==> config.mk <==
export PLATFORM = sky130hd
export DESIGN_NAME = tx_emu_driver
export DESIGN_NICKNAME = d
export VERILOG_FILES = /design/src/rtl/tx_emu_driver.sv
export SDC_FILE = /design/constraint.sdc
export NUM_CORES = 1
export LEC_CHECK = 0
export ABC_AREA = 1
export ABC_CLOCK_PERIOD_IN_PS = 9520
export CORE_UTILIZATION = 63
export DETAILED_ROUTE_END_ITERATION = 16
export PLACE_DENSITY = 0.95
export REMOVE_ABC_BUFFERS = 1
export SLEW_MARGIN = 20
export SYNTH_ARGS = -nofsm -noshare
export SYNTH_HDL_FRONTEND = slang
export SYNTH_SLANG_ARGS = --single-unit
==> constraint.sdc <==
create_clock -name clk -period 9.52 [get_ports clk]
set_input_delay 1.428 -clock clk [delete_from_list [all_inputs] [get_ports clk]]
set_output_delay 1.428 -clock clk [all_outputs]
set_load 0.02 [all_outputs]
==> src/rtl/tx_emu_driver.sv <==
// Emulated serial transmitter: bit FIFO -> +/-1 symbols -> FFE, one output sample per UI.
// Tracks UI time against the emulator timestep and requests the step landing on the next UI edge.
module tx_emu_driver #(
    parameter int DT_WIDTH   = 27,
    parameter int UI_LEN     = 62500,
    parameter int NUM_TAPS   = 3,
    parameter int TAP_WIDTH  = 8,
    parameter int OUT_WIDTH  = 16,
    parameter int FIFO_DEPTH = 8
) (
    input  logic                            clk,
    input  logic                            rst_n,
    input  logic                            cke,
    input  logic signed [DT_WIDTH-1:0]      dt,
    output logic signed [DT_WIDTH-1:0]      dt_req,
    input  logic                            din,
    input  logic                            din_valid,
    output logic                            din_ready,
    input  logic [NUM_TAPS*TAP_WIDTH-1:0]   taps,
    output logic signed [OUT_WIDTH-1:0]     out,
    output logic                            out_valid,
    output logic                            underflow,
    output logic                            dt_err
);

    localparam int PTR_W = (FIFO_DEPTH > 2) ? $clog2(FIFO_DEPTH) : 1;
    localparam int CNT_W = PTR_W + 1;
    localparam int HW    = 2 * NUM_TAPS;
    localparam logic signed [DT_WIDTH-1:0] UI_LEN_C = DT_WIDTH'(UI_LEN);
    localparam logic signed [DT_WIDTH-1:0] DT_ZERO  = {DT_WIDTH{1'b0}};
    localparam logic [1:0] SYM_IDLE = 2'b00;
    localparam logic [1:0] SYM_POS  = 2'b01;
    localparam logic [1:0] SYM_NEG  = 2'b11;

    // Symbols are 2-bit two's complement; the product tap*symbol is just add, subtract or skip.
    function automatic logic signed [OUT_WIDTH-1:0] ffe_sum(
        input logic [NUM_TAPS*TAP_WIDTH-1:0] tp,
        input logic [HW-1:0]                 hs
    );
        logic signed [OUT_WIDTH-1:0] acc;
        logic signed [OUT_WIDTH-1:0] tap_ext;
        logic        [TAP_WIDTH-1:0] t;
        acc = {OUT_WIDTH{1'b0}};
        for (int k = 0; k < NUM_TAPS; k++) begin
            t       = tp[k*TAP_WIDTH +: TAP_WIDTH];
            tap_ext = {{(OUT_WIDTH-TAP_WIDTH){t[TAP_WIDTH-1]}}, t};
            case (hs[2*k +: 2])
                SYM_POS: acc = acc + tap_ext;
                SYM_NEG: acc = acc - tap_ext;
                default: acc = acc;
            endcase
        end
        return acc;
    endfunction

    logic signed [DT_WIDTH-1:0]  t_rem_r;
    logic signed [DT_WIDTH-1:0]  dt_eff_s;
    logic signed [DT_WIDTH-1:0]  t_rem_nxt_s;
    logic                        dt_bad_s;
    logic                        edge_s;
    logic [FIFO_DEPTH-1:0]       mem_r;
    logic [PTR_W-1:0]            wr_ptr_r;
    logic [PTR_W-1:0]            rd_ptr_r;
    logic [CNT_W-1:0]            count_r;
    logic                        empty_s;
    logic                        push_s;
    logic                        pop_s;
    logic [1:0]                  sym_s;
    // Only h[0..NUM_TAPS-2] must be kept: the oldest symbol drops out at every edge.
    logic [HW-3:0]               hist_r;
    logic [HW-1:0]               hist_nxt_s;
    logic signed [OUT_WIDTH-1:0] out_r;
    logic                        out_valid_r;
    logic                        underflow_r;
    logic                        dt_err_r;

    // Clip the applied timestep to [0, t_rem] and detect a UI edge.
    always_comb begin
        dt_eff_s = dt;
        dt_bad_s = 1'b0;
        if (dt < DT_ZERO) begin
            dt_eff_s = DT_ZERO;
            dt_bad_s = 1'b1;
        end else if (dt > t_rem_r) begin
            dt_eff_s = t_rem_r;
            dt_bad_s = 1'b1;
        end else begin
            dt_eff_s = dt;
            dt_bad_s = 1'b0;
        end
        t_rem_nxt_s = t_rem_r - dt_eff_s;
        edge_s      = cke && (t_rem_nxt_s == DT_ZERO);
    end

    assign din_ready = (count_r != CNT_W'(FIFO_DEPTH));
    assign empty_s   = (count_r == {CNT_W{1'b0}});
    assign push_s    = din_valid && din_ready;
    // Pop decision uses the registered count, so a same-cycle push cannot bypass to the edge.
    assign pop_s     = edge_s && !empty_s;

    // Select the symbol entering the history at an edge.
    always_comb begin
        sym_s = SYM_IDLE;
        if (empty_s) begin
            sym_s = SYM_IDLE;
        end else if (mem_r[rd_ptr_r]) begin
            sym_s = SYM_POS;
        end else begin
            sym_s = SYM_NEG;
        end
        hist_nxt_s = {hist_r, sym_s};
    end

    // Bit FIFO storage, pointers and occupancy; push is independent of cke.
    always_ff @(posedge clk or negedge rst_n) begin
        if (!rst_n) begin
            mem_r    <= {FIFO_DEPTH{1'b0}};
            wr_ptr_r <= {PTR_W{1'b0}};
            rd_ptr_r <= {PTR_W{1'b0}};
            count_r  <= {CNT_W{1'b0}};
        end else begin
            if (push_s) begin
                mem_r[wr_ptr_r] <= din;
                wr_ptr_r        <= wr_ptr_r + PTR_W'(1);
            end
            if (pop_s) begin
                rd_ptr_r <= rd_ptr_r + PTR_W'(1);
            end
            case ({push_s, pop_s})
                2'b10:   count_r <= count_r + CNT_W'(1);
                2'b01:   count_r <= count_r - CNT_W'(1);
                default: count_r <= count_r;
            endcase
        end
    end

    // UI timer and timestep error flag.
    always_ff @(posedge clk or negedge rst_n) begin
        if (!rst_n) begin
            t_rem_r  <= UI_LEN_C;
            dt_err_r <= 1'b0;
        end else if (cke) begin
            t_rem_r <= edge_s ? UI_LEN_C : t_rem_nxt_s;
            if (dt_bad_s) begin
                dt_err_r <= 1'b1;
            end
        end
    end

    // Symbol history, FFE output sample and its one-cycle strobe.
    always_ff @(posedge clk or negedge rst_n) begin
        if (!rst_n) begin
            hist_r      <= {(HW-2){1'b0}};
            out_r       <= {OUT_WIDTH{1'b0}};
            out_valid_r <= 1'b0;
            underflow_r <= 1'b0;
        end else begin
            out_valid_r <= edge_s;
            if (edge_s) begin
                hist_r <= hist_nxt_s[HW-3:0];
                out_r  <= ffe_sum(taps, hist_nxt_s);
                if (empty_s) begin
                    underflow_r <= 1'b1;
                end
            end
        end
    end

    assign dt_req    = t_rem_r;
    assign out       = out_r;
    assign out_valid = out_valid_r;
    assign underflow = underflow_r;
    assign dt_err    = dt_err_r;

endmodule

==> flow_metrics.env <==
export IMPL_grtUsageTotal_pct=38.25
export IMPL_wl_met2_mm=12.56
export IMPL_cts_buffers=9
export IMPL_place_ws_ps=1562
export IMPL_dp_hpwl_mm=20.60
export IMPL_wl_met1_mm=10.53
export IMPL_via_count=9476
export IMPL_cts_tree="yes"
export IMPL_first_global_vias=9111
export IMPL_post_route_min_period_ps=7692
export IMPL_hold_viol_final=0
export IMPL_postSynthAreaPerCell_um2=6.144
export IMPL_peakVddDrop_mv=0.1612
export IMPL_htreeDepth=3
export IMPL_period_share_pct=80.80
export IMPL_wl_met3_mm=1.674
export IMPL_fin_ws_ps=1828
export IMPL_clock_fmax_mhz=130.0
export IMPL_dp_cells=1651
export IMPL_wl_per_cell_um=15.54
export IMPL_synth_async_reset_ratio_pct=100.0
export IMPL_holdBufCountCts=0
export IMPL_cp_max_fo=26
export IMPL_rsz0062_at_grt="false"
export IMPL_cp_end_kind="flop"
export IMPL_critPathKind="in2reg"
export IMPL_finalSetupViolations=0
export IMPL_io_buffers=102
export IMPL_outcome="complete, no violations"
export IMPL_drive_gt1_share_pct=5.433
export IMPL_clk_path_buf_depth=2
export IMPL_fin_nets=1638
export IMPL_grt_max_degree=69
export IMPL_clock_latency_ps=360
export IMPL_tns_ps=0
export IMPL_clock_sinks=68
export IMPL_area_growth_pct=16.80
export IMPL_stdcell_count=1667
export IMPL_highest_layer="met4"
export IMPL_synth_seq_cells=68
export IMPL_crit_path_start_kind="input port"
export IMPL_post_cts_buffers=0
export IMPL_drc=0
export IMPL_maxSlewHeadroom_pct=37.79
export IMPL_antenna_cells=0
export IMPL_arrival_ps=7970
export IMPL_cp_slowest_cell="clkinv_1"
export IMPL_gp_congestion=0.9900
export IMPL_finClkSkew_ps=12.44
export IMPL_seq_area_frac_synth_pct=19.99
export IMPL_via_per_inst=5.684
export IMPL_grt_pass1_wl_mm=42.88
export IMPL_initial_core_util_pct=64.63
export IMPL_die_h_um=118.6
export IMPL_ys_warn_count=0
export IMPL_ys_types=49
export IMPL_core_um2=13240
export IMPL_slowest_delay_ps=660
export IMPL_netlist_instances=1393
export IMPL_cap_violations=0
export IMPL_drtPass1Iterations=8
export IMPL_die_area_um2=14050
export IMPL_die_width_um=118.6
export IMPL_path_delay_family="simple AND/OR/NAND/NOR gates"
export IMPL_rows=42
export IMPL_leakage_nw=5.483
export IMPL_path_clk_slew_ps=60
export IMPL_tightest_slew_ps=933.2
export IMPL_antenna_found_initial=0
export IMPL_crit_required_ps=9800
export IMPL_totalWireLength_mm=25.91
export IMPL_synth_ff_type="dfrtp_1"
export IMPL_cp_num_buf_inv=5
export IMPL_ios=103
export IMPL_dr_first_iter_drc_count=775
export IMPL_gr_total_overflow=0
export IMPL_synth_area_um2=8558
export IMPL_cts_root_buf="clkbuf_16"
export IMPL_cts_resized=0
export IMPL_slew_violations=0
export IMPL_ant_nets=0
export IMPL_synth_edff_count=0
export IMPL_power_density_nw_per_um2=391.6
export IMPL_hold_path_class="reg2reg"
==> per-stage QoR <==
step	hold WS, ps	total power [mW]	utilization (%)	cell area (um^2)
6_report	476.9	3.914	75.48	9996
5_1_grt	499.1	4.285	75.48	9996
4_1_cts	482.6	3.846	75.48	9996
3_5_place_dp	461.1	3.466	73.16	9688
3_3_place_gp	451.4	3.419	73.16	9688
2_1_floorplan	447.8	2.636	-	8442
==> cell families after synthesis <==
| family | share of synthesized area (%) |
|---|---|
| compound gates | 15.01 |
| xor+xnor | 3.377 |
| fa+ha+maj | 14.30 |
| flops | 19.99 |
| mux | 0.1316 |
| simple gates | 34.23 |
| buf+inv | 12.97 |
==> synthesized netlist by cell type, drive strengths merged, types with 5 or more instances <==
cell | instances | area (um^2)
a21oi | 74 | 400.4
a22oi | 24 | 180.2
a31oi | 7 | 43.79
buf | 7 | 63.81
clkbuf | 14 | 52.55
dfrtp | 61 | 1526
dfstp | 7 | 183.9
ha | 93 | 1164
inv | 262 | 985.9
nand2 | 431 | 1660
nand3 | 93 | 470.5
nand3b | 7 | 52.55
nand4 | 23 | 150.1
nor2 | 102 | 405.4
nor3 | 17 | 90.09
o211ai | 5 | 37.54
o21ai | 85 | 432.9
o21bai | 5 | 37.54
o22ai | 7 | 43.79
or2 | 11 | 68.82
xnor2 | 9 | 78.83
xor2 | 24 | 210.2
==> worst register-to-register path: cells and delay by family, from the launching register on <==
kind,cells,cell delay (ps)
and+or+nand+nor,28,3310
buffers and inverters,6,1210
adders and majority gates,3,930
AOI/OAI and AO/OA,3,500
DFF,1,490
xor gates and xnor gates,1,160
==> cells in the final DEF, fill, tap and decap left out, types with 3 or more instances in the layout <==
master             n
nand2_2           14
nor2_1            95
nand3b_1           7
nor2_2             6
inv_2              7
a21o_1             3
a21oi_1           66
o31ai_1            3
o21bai_1           5
fa_1               3
a31oi_1            7
o21ai_0           83
clkdlybuf4s50_1  101
o22ai_1            7
xnor2_1            9
nand4_1           22
inv_1            254
xor2_1            24
clkbuf_16          9
ha_1              93
nand3_1           92
dfstp_2            7
or2_2             11
o211ai_1           5
nand2_1          416
clkinv_4           4
dfrtp_1           61
nor3_1            16
a22oi_1           24
a21oi_2            8
==> registers in the layout (all words and copies together) (netlist names) <==
signal / cells
out_valid: 1
hist_r: 4
rd_ptr_r: 3
mem_r: 8
out: 16
underflow: 1
count_r: 4
dt_err: 1
dt_req: 27
wr_ptr_r: 3
==> layer usage <==
layer,track usage (%),up-vias
met5,0,-
met4,20.73,0
li1,-,4665
met2,66.34,427
met1,45.54,4288
met3,5.357,96
==> cell type report <==
cell class	count	area, um^2
tap	176	220.2
timing repair buffer	103	1026
multi-input combinational	1040	5738
clock inverter	7	82.58
fill	1111	3247
sequential	68	1710
clock buffer	9	225.2
inverter	264	993.5
==> power by group <==
group	switching, mW	leakage (nW)	internal (mW)	total [mW]
logic	2.01	4.52	1.04	3.05
clock network	0.151	0.151	0.207	0.358
registers	0.113	0.816	0.394	0.508
total	2.27	5.48	1.64	3.91
==> path summary, 6_finish.rpt <==
check	startpoint	to	slack, ps	cells past startpoint
min	out[12]$_DFFE_PN0P_	out[12]$_DFFE_PN0P_	480	2
max reg2reg	dt_req[18]$_DFFE_PN0P_	count_r[3]$_DFFE_PN0P_	2820	41
min in group asynchronous	rst_n	dt_req[9]$_DFFE_PN0P_	1220	1
min reg2reg	out[12]$_DFFE_PN0P_	out[12]$_DFFE_PN0P_	480	2
max in group asynchronous	rst_n	out[1]$_DFFE_PN0P_	7700	1
max	dt[26]	count_r[3]$_DFFE_PN0P_	1830	38
No activity file was read; power rests on OpenSTA's default activity.
